<file path="src/rtl/sb_pkg.sv">
// Shared types and constants for the simple_bus initiator.
package sb_pkg;

    // Default bus widths; the latched-command struct is sized from these.
    localparam int SB_ADDR_W = 8;
    localparam int SB_DATA_W = 8;

    // Bus mode encoding: bit 0 selects write, bit 1 is reserved (always 0).
    localparam logic [1:0] SB_MODE_READ  = 2'b00;
    localparam logic [1:0] SB_MODE_WRITE = 2'b01;

    typedef enum logic [2:0] {
        IDLE,
        REQ,
        START,
        WAIT,
        RESP
    } sb_state_e;

    typedef struct packed {
        logic                 write;
        logic [SB_ADDR_W-1:0] addr;
        logic [SB_DATA_W-1:0] wdata;
    } sb_cmd_t;

endpackage

</file>
<file path="src/rtl/sb_master_engine.sv">
// simple_bus initiator: takes one local command, arbitrates with req/gnt,
// issues a single start strobe, waits for rdy and returns a response.
// Every output is registered; REQ and WAIT are bounded by TIMEOUT cycles.
module sb_master_engine
    import sb_pkg::*;
#(
    parameter int ADDR_W  = SB_ADDR_W,
    parameter int DATA_W  = SB_DATA_W,
    parameter int TIMEOUT = 15
) (
    input  logic              clk,
    input  logic              rst,
    input  logic              cmd_valid,
    output logic              cmd_ready,
    input  logic              cmd_write,
    input  logic [ADDR_W-1:0] cmd_addr,
    input  logic [DATA_W-1:0] cmd_wdata,
    output logic              rsp_valid,
    input  logic              rsp_ready,
    output logic [DATA_W-1:0] rsp_rdata,
    output logic              rsp_err,
    output logic              req,
    input  logic              gnt,
    output logic              start,
    output logic [ADDR_W-1:0] addr,
    output logic [1:0]        mode,
    input  logic              rdy,
    output logic [DATA_W-1:0] data_out,
    output logic              data_oe,
    input  logic [DATA_W-1:0] data_in
);

    localparam int               TMR_W   = $clog2(TIMEOUT + 1);
    localparam logic [TMR_W-1:0] TMR_MAX = TMR_W'(TIMEOUT);

    sb_state_e         state, state_nxt;
    logic [TMR_W-1:0]  timer, timer_nxt, timer_inc;
    sb_cmd_t           cmd_q, cmd_nxt;

    logic              cmd_ready_nxt;
    logic              rsp_valid_nxt;
    logic [DATA_W-1:0] rsp_rdata_nxt;
    logic              rsp_err_nxt;
    logic              req_nxt;
    logic              start_nxt;
    logic [ADDR_W-1:0] addr_nxt;
    logic [1:0]        mode_nxt;
    logic [DATA_W-1:0] data_out_nxt;
    logic              data_oe_nxt;

    // Saturating increment: the phase timer pins at TIMEOUT instead of wrapping.
    function automatic logic [TMR_W-1:0] sat_inc(input logic [TMR_W-1:0] t);
        if (t == TMR_MAX) begin
            return t;
        end
        return t + 1'b1;
    endfunction

    assign timer_inc = sat_inc(timer);

    // State, timer, latched command and all registered outputs.
    always_ff @(posedge clk or posedge rst) begin
        if (rst) begin
            state     <= IDLE;
            timer     <= '0;
            cmd_q     <= '0;
            cmd_ready <= 1'b1;
            rsp_valid <= 1'b0;
            rsp_rdata <= '0;
            rsp_err   <= 1'b0;
            req       <= 1'b0;
            start     <= 1'b0;
            addr      <= '0;
            mode      <= SB_MODE_READ;
            data_out  <= '0;
            data_oe   <= 1'b0;
        end else begin
            state     <= state_nxt;
            timer     <= timer_nxt;
            cmd_q     <= cmd_nxt;
            cmd_ready <= cmd_ready_nxt;
            rsp_valid <= rsp_valid_nxt;
            rsp_rdata <= rsp_rdata_nxt;
            rsp_err   <= rsp_err_nxt;
            req       <= req_nxt;
            start     <= start_nxt;
            addr      <= addr_nxt;
            mode      <= mode_nxt;
            data_out  <= data_out_nxt;
            data_oe   <= data_oe_nxt;
        end
    end

    // Next-state logic and next values of the registered outputs.
    always_comb begin
        state_nxt     = state;
        timer_nxt     = timer;
        cmd_nxt       = cmd_q;
        cmd_ready_nxt = cmd_ready;
        rsp_valid_nxt = rsp_valid;
        rsp_rdata_nxt = rsp_rdata;
        rsp_err_nxt   = rsp_err;
        req_nxt       = req;
        start_nxt     = 1'b0;
        addr_nxt      = addr;
        mode_nxt      = mode;
        data_out_nxt  = data_out;
        data_oe_nxt   = data_oe;

        case (state)
            IDLE: begin
                cmd_ready_nxt = 1'b1;
                if (cmd_valid) begin
                    cmd_nxt.write = cmd_write;
                    cmd_nxt.addr  = cmd_addr;
                    cmd_nxt.wdata = cmd_wdata;
                    cmd_ready_nxt = 1'b0;
                    req_nxt       = 1'b1;
                    timer_nxt     = '0;
                    state_nxt     = REQ;
                end
            end

            REQ: begin
                // A grant wins over a timeout expiring in the same cycle.
                if (gnt) begin
                    state_nxt    = START;
                    timer_nxt    = '0;
                    start_nxt    = 1'b1;
                    addr_nxt     = cmd_q.addr;
                    mode_nxt     = cmd_q.write ? SB_MODE_WRITE : SB_MODE_READ;
                    data_oe_nxt  = cmd_q.write;
                    data_out_nxt = cmd_q.write ? cmd_q.wdata : '0;
                end else if (timer_inc == TMR_MAX) begin
                    state_nxt     = RESP;
                    timer_nxt     = '0;
                    req_nxt       = 1'b0;
                    rsp_valid_nxt = 1'b1;
                    rsp_err_nxt   = 1'b1;
                    rsp_rdata_nxt = '0;
                end else begin
                    timer_nxt = timer_inc;
                end
            end

            START: begin
                // rdy is deliberately not looked at during the strobe cycle.
                state_nxt = WAIT;
                timer_nxt = '0;
            end

            WAIT: begin
                if (rdy) begin
                    state_nxt     = RESP;
                    timer_nxt     = '0;
                    req_nxt       = 1'b0;
                    data_oe_nxt   = 1'b0;
                    data_out_nxt  = '0;
                    rsp_valid_nxt = 1'b1;
                    rsp_err_nxt   = 1'b0;
                    rsp_rdata_nxt = cmd_q.write ? '0 : data_in;
                end else if (timer_inc == TMR_MAX) begin
                    state_nxt     = RESP;
                    timer_nxt     = '0;
                    req_nxt       = 1'b0;
                    data_oe_nxt   = 1'b0;
                    data_out_nxt  = '0;
                    rsp_valid_nxt = 1'b1;
                    rsp_err_nxt   = 1'b1;
                    rsp_rdata_nxt = '0;
                end else begin
                    timer_nxt = timer_inc;
                end
            end

            RESP: begin
                if (rsp_ready) begin
                    state_nxt     = IDLE;
                    timer_nxt     = '0;
                    rsp_valid_nxt = 1'b0;
                    rsp_err_nxt   = 1'b0;
                    cmd_ready_nxt = 1'b1;
                end
            end

            default: begin
                state_nxt = IDLE;
            end
        endcase
    end

endmodule

</file>
<file path="config.mk">
export PLATFORM = sky130hd
export DESIGN_NAME = sb_master_engine
export DESIGN_NICKNAME = d
export VERILOG_FILES = /design/src/rtl/sb_pkg.sv /design/src/rtl/sb_master_engine.sv
export SDC_FILE = /design/constraint.sdc
export NUM_CORES = 1
export LEC_CHECK = 0
export CORE_UTILIZATION = 50
export CTS_BUF_LIST = sky130_fd_sc_hd__clkbuf_4 sky130_fd_sc_hd__clkbuf_8 sky130_fd_sc_hd__clkbuf_16
export CTS_CLUSTER_DIAMETER = 100
export DETAILED_ROUTE_END_ITERATION = 8
export PLACE_DENSITY = 0.82
export SLEW_MARGIN = 25
export SYNTH_ARGS = -nofsm -noshare
export SYNTH_HDL_FRONTEND = slang
export SYNTH_SLANG_ARGS = --single-unit
</file>
<file path="constraint.sdc">
create_clock -name clk -period 5.1 [get_ports clk]
set_input_delay 0.765 -clock clk [delete_from_list [all_inputs] [get_ports clk]]
set_output_delay 0.765 -clock clk [all_outputs]
set_load 0.01 [all_outputs]
</file>
# == Yosys cells after proc, flatten, opt, wreduce, memory -nomap -nowiden ==
# Cells that the tools add are included.
# totals
ff_bits,56
input_bits,31
output_inout_bits,32
wordCells,91
# classes
n_addsub,1
n_eq_ne,11
muxes,49
reduce_logical,15
# op_table
operator,n
two-way mux 8 bit,8
case mux 8 bit (2 select lines),2
two-way mux 4 bit,7
two-way mux 1 bit,20
case mux 4 bit (5 select lines),1
two-way mux 3 bit,5
case mux 3 bit (5 select lines),1
AND reduction 3 bit,4
AND reduction 2 bit,5
case mux 1 bit (3 select lines),3
equality test 4 bit (second input constant),2
!= test 2 bit (second input constant),4
equality test 3 x 2 -> 1 bit (second input constant),2
nonzero test 3 bit,2
nonzero test 5 bit,1
adder 4 x 1 -> 4 bit (second input constant),1
case mux 1 bit (2 select lines),2
nonzero test 2 bit,2
equality test 3 x 1 -> 1 bit (second input constant),1
equality test 3 bit (second input constant),1
logical NOT 3 bit,1
!= test 3 bit (second input constant),1

# == Longest topological paths before layout ==
# depth
ltp_word,7
mapped_depth,7

# == Worst setup path before layout ==
# OpenSTA, ideal clock, no wires.
# synth_path
kind,flip-flop to flip-flop
from,register timer[0]
to,register data_out[0]
arrival_ns,1.863
t_required_ns,4.979
path_slack_ns,3.116
stages_incl_launch_ff,8
n_path_buf,2
cell_sequence,dfrtp_1 ha_1 buf_6 nand4bb_1 a31o_4 a311o_1 buf_6 a22o_1
# synth_between
elab_chain_cells,6
# synth_rtl
item,line,rtl
start: declaration,sb_master_engine.sv:37,"logic [TMR_W-1:0] timer, timer_nxt, timer_inc;"
start signal: assignment,sb_master_engine.sv:79,timer <= timer_nxt;
"parallel branches: the longest is 2 deep, another holds adder 4 x 1 -> 4 bit",n/a,
two-way mux 4 bit *,sb_master_engine.sv:56,return t + 1'b1;
equality test 4 bit *,sb_master_engine.sv:162,end else if (timer_inc == TMR_MAX) begin
!= test 3 bit (no line) *,n/a,
AND reduction 3 bit (no line) *,n/a,
end signal: assignment,sb_master_engine.sv:89,data_out <= data_out_nxt;
end: declaration,sb_master_engine.sv:28,"output logic [DATA_W-1:0] data_out,"
# Mark *: on every way between the ends. The select of a mux whose other input is x is not followed.
# A chain may end at the register's enable or synchronous reset.

# == Worst setup path after layout ==
# layout_path
from,input gnt
to,register data_out[1]
# layout_between
elab_chain_cells,2
# layout_rtl
item,line,rtl
start: declaration,sb_master_engine.sv:23,"input logic gnt,"
!= test 2 bit (no line),n/a,
AND reduction 3 bit (no line),n/a,
# No other way between the ends.

==> metrics.csv <==
metric;value;unit
status;finished, violations left;
violations;DRC;
root_buffer;clkbuf_8;
critPathTopFamily;simple AND/OR/NAND/NOR gates;
yosysWarnings;0;
syn_nets;221;
drt-initial-drc-count;107;
worstMarginPinSlew;862;ps
hp-start;data_oe;
tritoncts;yes;
r2r_setup_slack;2890;ps
ant_nets;0;
start_util;0.534;
synthMostInstantiatedCell;dfrtp_1;
fill_cells;336;
fp-row-count;24;
antenna_found_initial;0;
endpoint_kind;register;
slew_headroom;0.423;
area_growth;29.8;%
setup-tns-final;0;ps
maxSlewViolCount;0;
postCtsSetupBuffers;0;
final.period_utilization;0.489;
via_count;1698;
min_path_type;register to register;
ctsResizeCount;0;
crit_arrival;2730;ps
diodes;0;
cp.required;5340;ps
coreArea;4500;um^2
routed_wl;4570;um
synth_area;2410;um^2
grt_pass1_vias;1621;
hold_path_depth;1;
grt_use_total;0.193;
grt_max_degree;56;
cts_made_buffers;5;
setup_viol;0;
dpl.hpwl;3170;um
synth_edf_count;0;
p_per_area;565;nW/um^2
max_freq;401;MHz
ys_types;46;
peakVddDrop;0.286;mV
skew;7.23;ps
syn-instance-count;189;
clk_pin_slew;90;ps
timing.critical_path.slowest_cell_delay;660;ps
min_delay_worst_endpoint;data_oe;
min_period;2490;ps
overflow;0;
critPathMaxFanout;11;
max_cap_violations;0;
start_kind;primary input;
synth_async_sr_flop_share;1.00;
wl_per_cell;15.4;um
synth_top_area_frac;0.561;
ctsHoldBuffers;0;
finalHoldViolCount;0;
viasPerCell;5.72;
die_area;5100;um^2
synth_flop_cell;dfrtp_1;
final_nets;276;
crit_buf_inv;1;
crit_slowest_cell;nor2_1;
insertion_delay;300;ps
rr_worst_depth;4;
die_x;71.4;um
p_leak;1.31;nW
synth-seq-cells;55;
synth_area_per_cell;12.7;um^2
drt_first_pass_iters;6;
critPathKind;primary input to register;
yosysTopAreaCell;dfrtp_1;
cts_buffer_depth;2;
r2r-start;state[2];
power.total;1.76;mW
grt_pass1_wl;7710;um
drive_gt1_frac;0.184;
drc;5;
yosys-top-cells-count;dfrtp_1 (54), mux2_2 (27), a21oi_1 (12), nand2_1 (11), a22o_1 (10);
rsz0062_at_grt;no;
r2r_end;data_out[1];
seq_area_frac_synth;0.572;
h-tree-depth;2;
gp_congestion;0.782;
clock-sinks;55;
portBuffers;61;
die_y;71.4;um
crit_chain;clkdlybuf4s50_1 -> nand2b_1 -> nor2_1 -> and2_1 -> a22o_1;
ios;63;
synth_area_leaders;dfrtp_1 (56%), mux2_2 (13%), a22o_1 (3.6%), a21oi_1 (2.5%), nand3b_1 (2.5%);
==> metrics by stage <==
stage	hold WS, ps	std cells	utilization	cell area, um^2	worst slack (ps)
2_1_floorplan	469	189	-	2410	2990
3_3_place_gp	480	289	0.667	3000	2360
3_5_place_dp	482	289	0.668	3010	2300
4_1_cts	504	297	0.694	3120	2590
5_1_grt	523	297	0.694	3120	2480
6_report	500	297	0.694	3120	2610
==> cells in the final DEF (no fill, tap or decap), types with 2 or more instances in the layout <==
cell type        instances
mux2_2                  27
clkbuf_8                 6
nand2b_1                 3
or3_1                    2
o21ai_0                  2
inv_1                    4
nor2_1                   7
a22o_1                  10
a31oi_1                  2
nand2_1                 11
nand3b_1                 8
clkdlybuf4s50_1         61
a21oi_1                 12
nand3_1                  2
nor2b_1                  2
dfrtp_1                 54
and2_1                   2
==> layout make-up <==
| type | count | area (um^2) | share of cell area |
|---|---|---|---|
| multi-input combinational | 115 | 925 | 0.296 |
| clock inverter | 2 | 35.0 | 0.0112 |
| timing repair buffer | 62 | 618 | 0.198 |
| clock buffer | 6 | 82.6 | 0.0264 |
| sequential | 55 | 1380 | 0.441 |
| inverter | 5 | 21.3 | 0.00681 |
| tap | 52 | 65.1 | 0.0208 |
==> worst max-delay path by stage <==
| stage | from | end | slack [ps] | cells after the start |
|---|---|---|---|---|
| global placement | gnt | data_out[3] | 2360 | 5 |
| floorplan | rst | addr[0] | 2990 | 1 |
| detailed placement | gnt | data_out[2] | 2300 | 5 |
| finish | gnt | data_out[1] | 2610 | 5 |
| CTS | gnt | data_out[2] | 2590 | 5 |
| global route | gnt | data_out[2] | 2480 | 5 |
==> kinds of logic after synthesis <==
logic type,count (synthesis),synth area share
AOI/OAI and AO/OA,38,0.118
adders and majority gates,2,0.00935
buffers and inverters,19,0.0463
DFF,55,0.572
muxes,27,0.126
other,1,0.00156
and+or+nand+nor,47,0.126
==> registers in the layout (all words and copies together) (netlist names) <==
register and count:
rsp_valid 1, addr 8, req 1, rsp_err 1, state 3, data_oe 1
cmd_q 17, rsp_rdata 8, data_out 8, cmd_ready 1, start 1, timer 4
mode 1
==> power breakdown <==
group,internal [mW],switching (mW)
logic,0.416,0.287
registers,0.627,0.139
clock network,0.159,0.135
==> routing by layer <==
| metal | wire length (um) | vias up | share of wire | track usage |
|---|---|---|---|---|
| li1 | - | 786 | - | - |
| met1 | 2190 | 854 | 0.48 | 0.269 |
| met2 | 2110 | 49 | 0.46 | 0.310 |
| met3 | 205 | 9 | 0.045 | 0.0394 |
| met4 | 65 | 0 | 0.014 | 0.0556 |
| met5 | 0 | - | 0 | 0 |
Power figures use the tool's default switching activity.
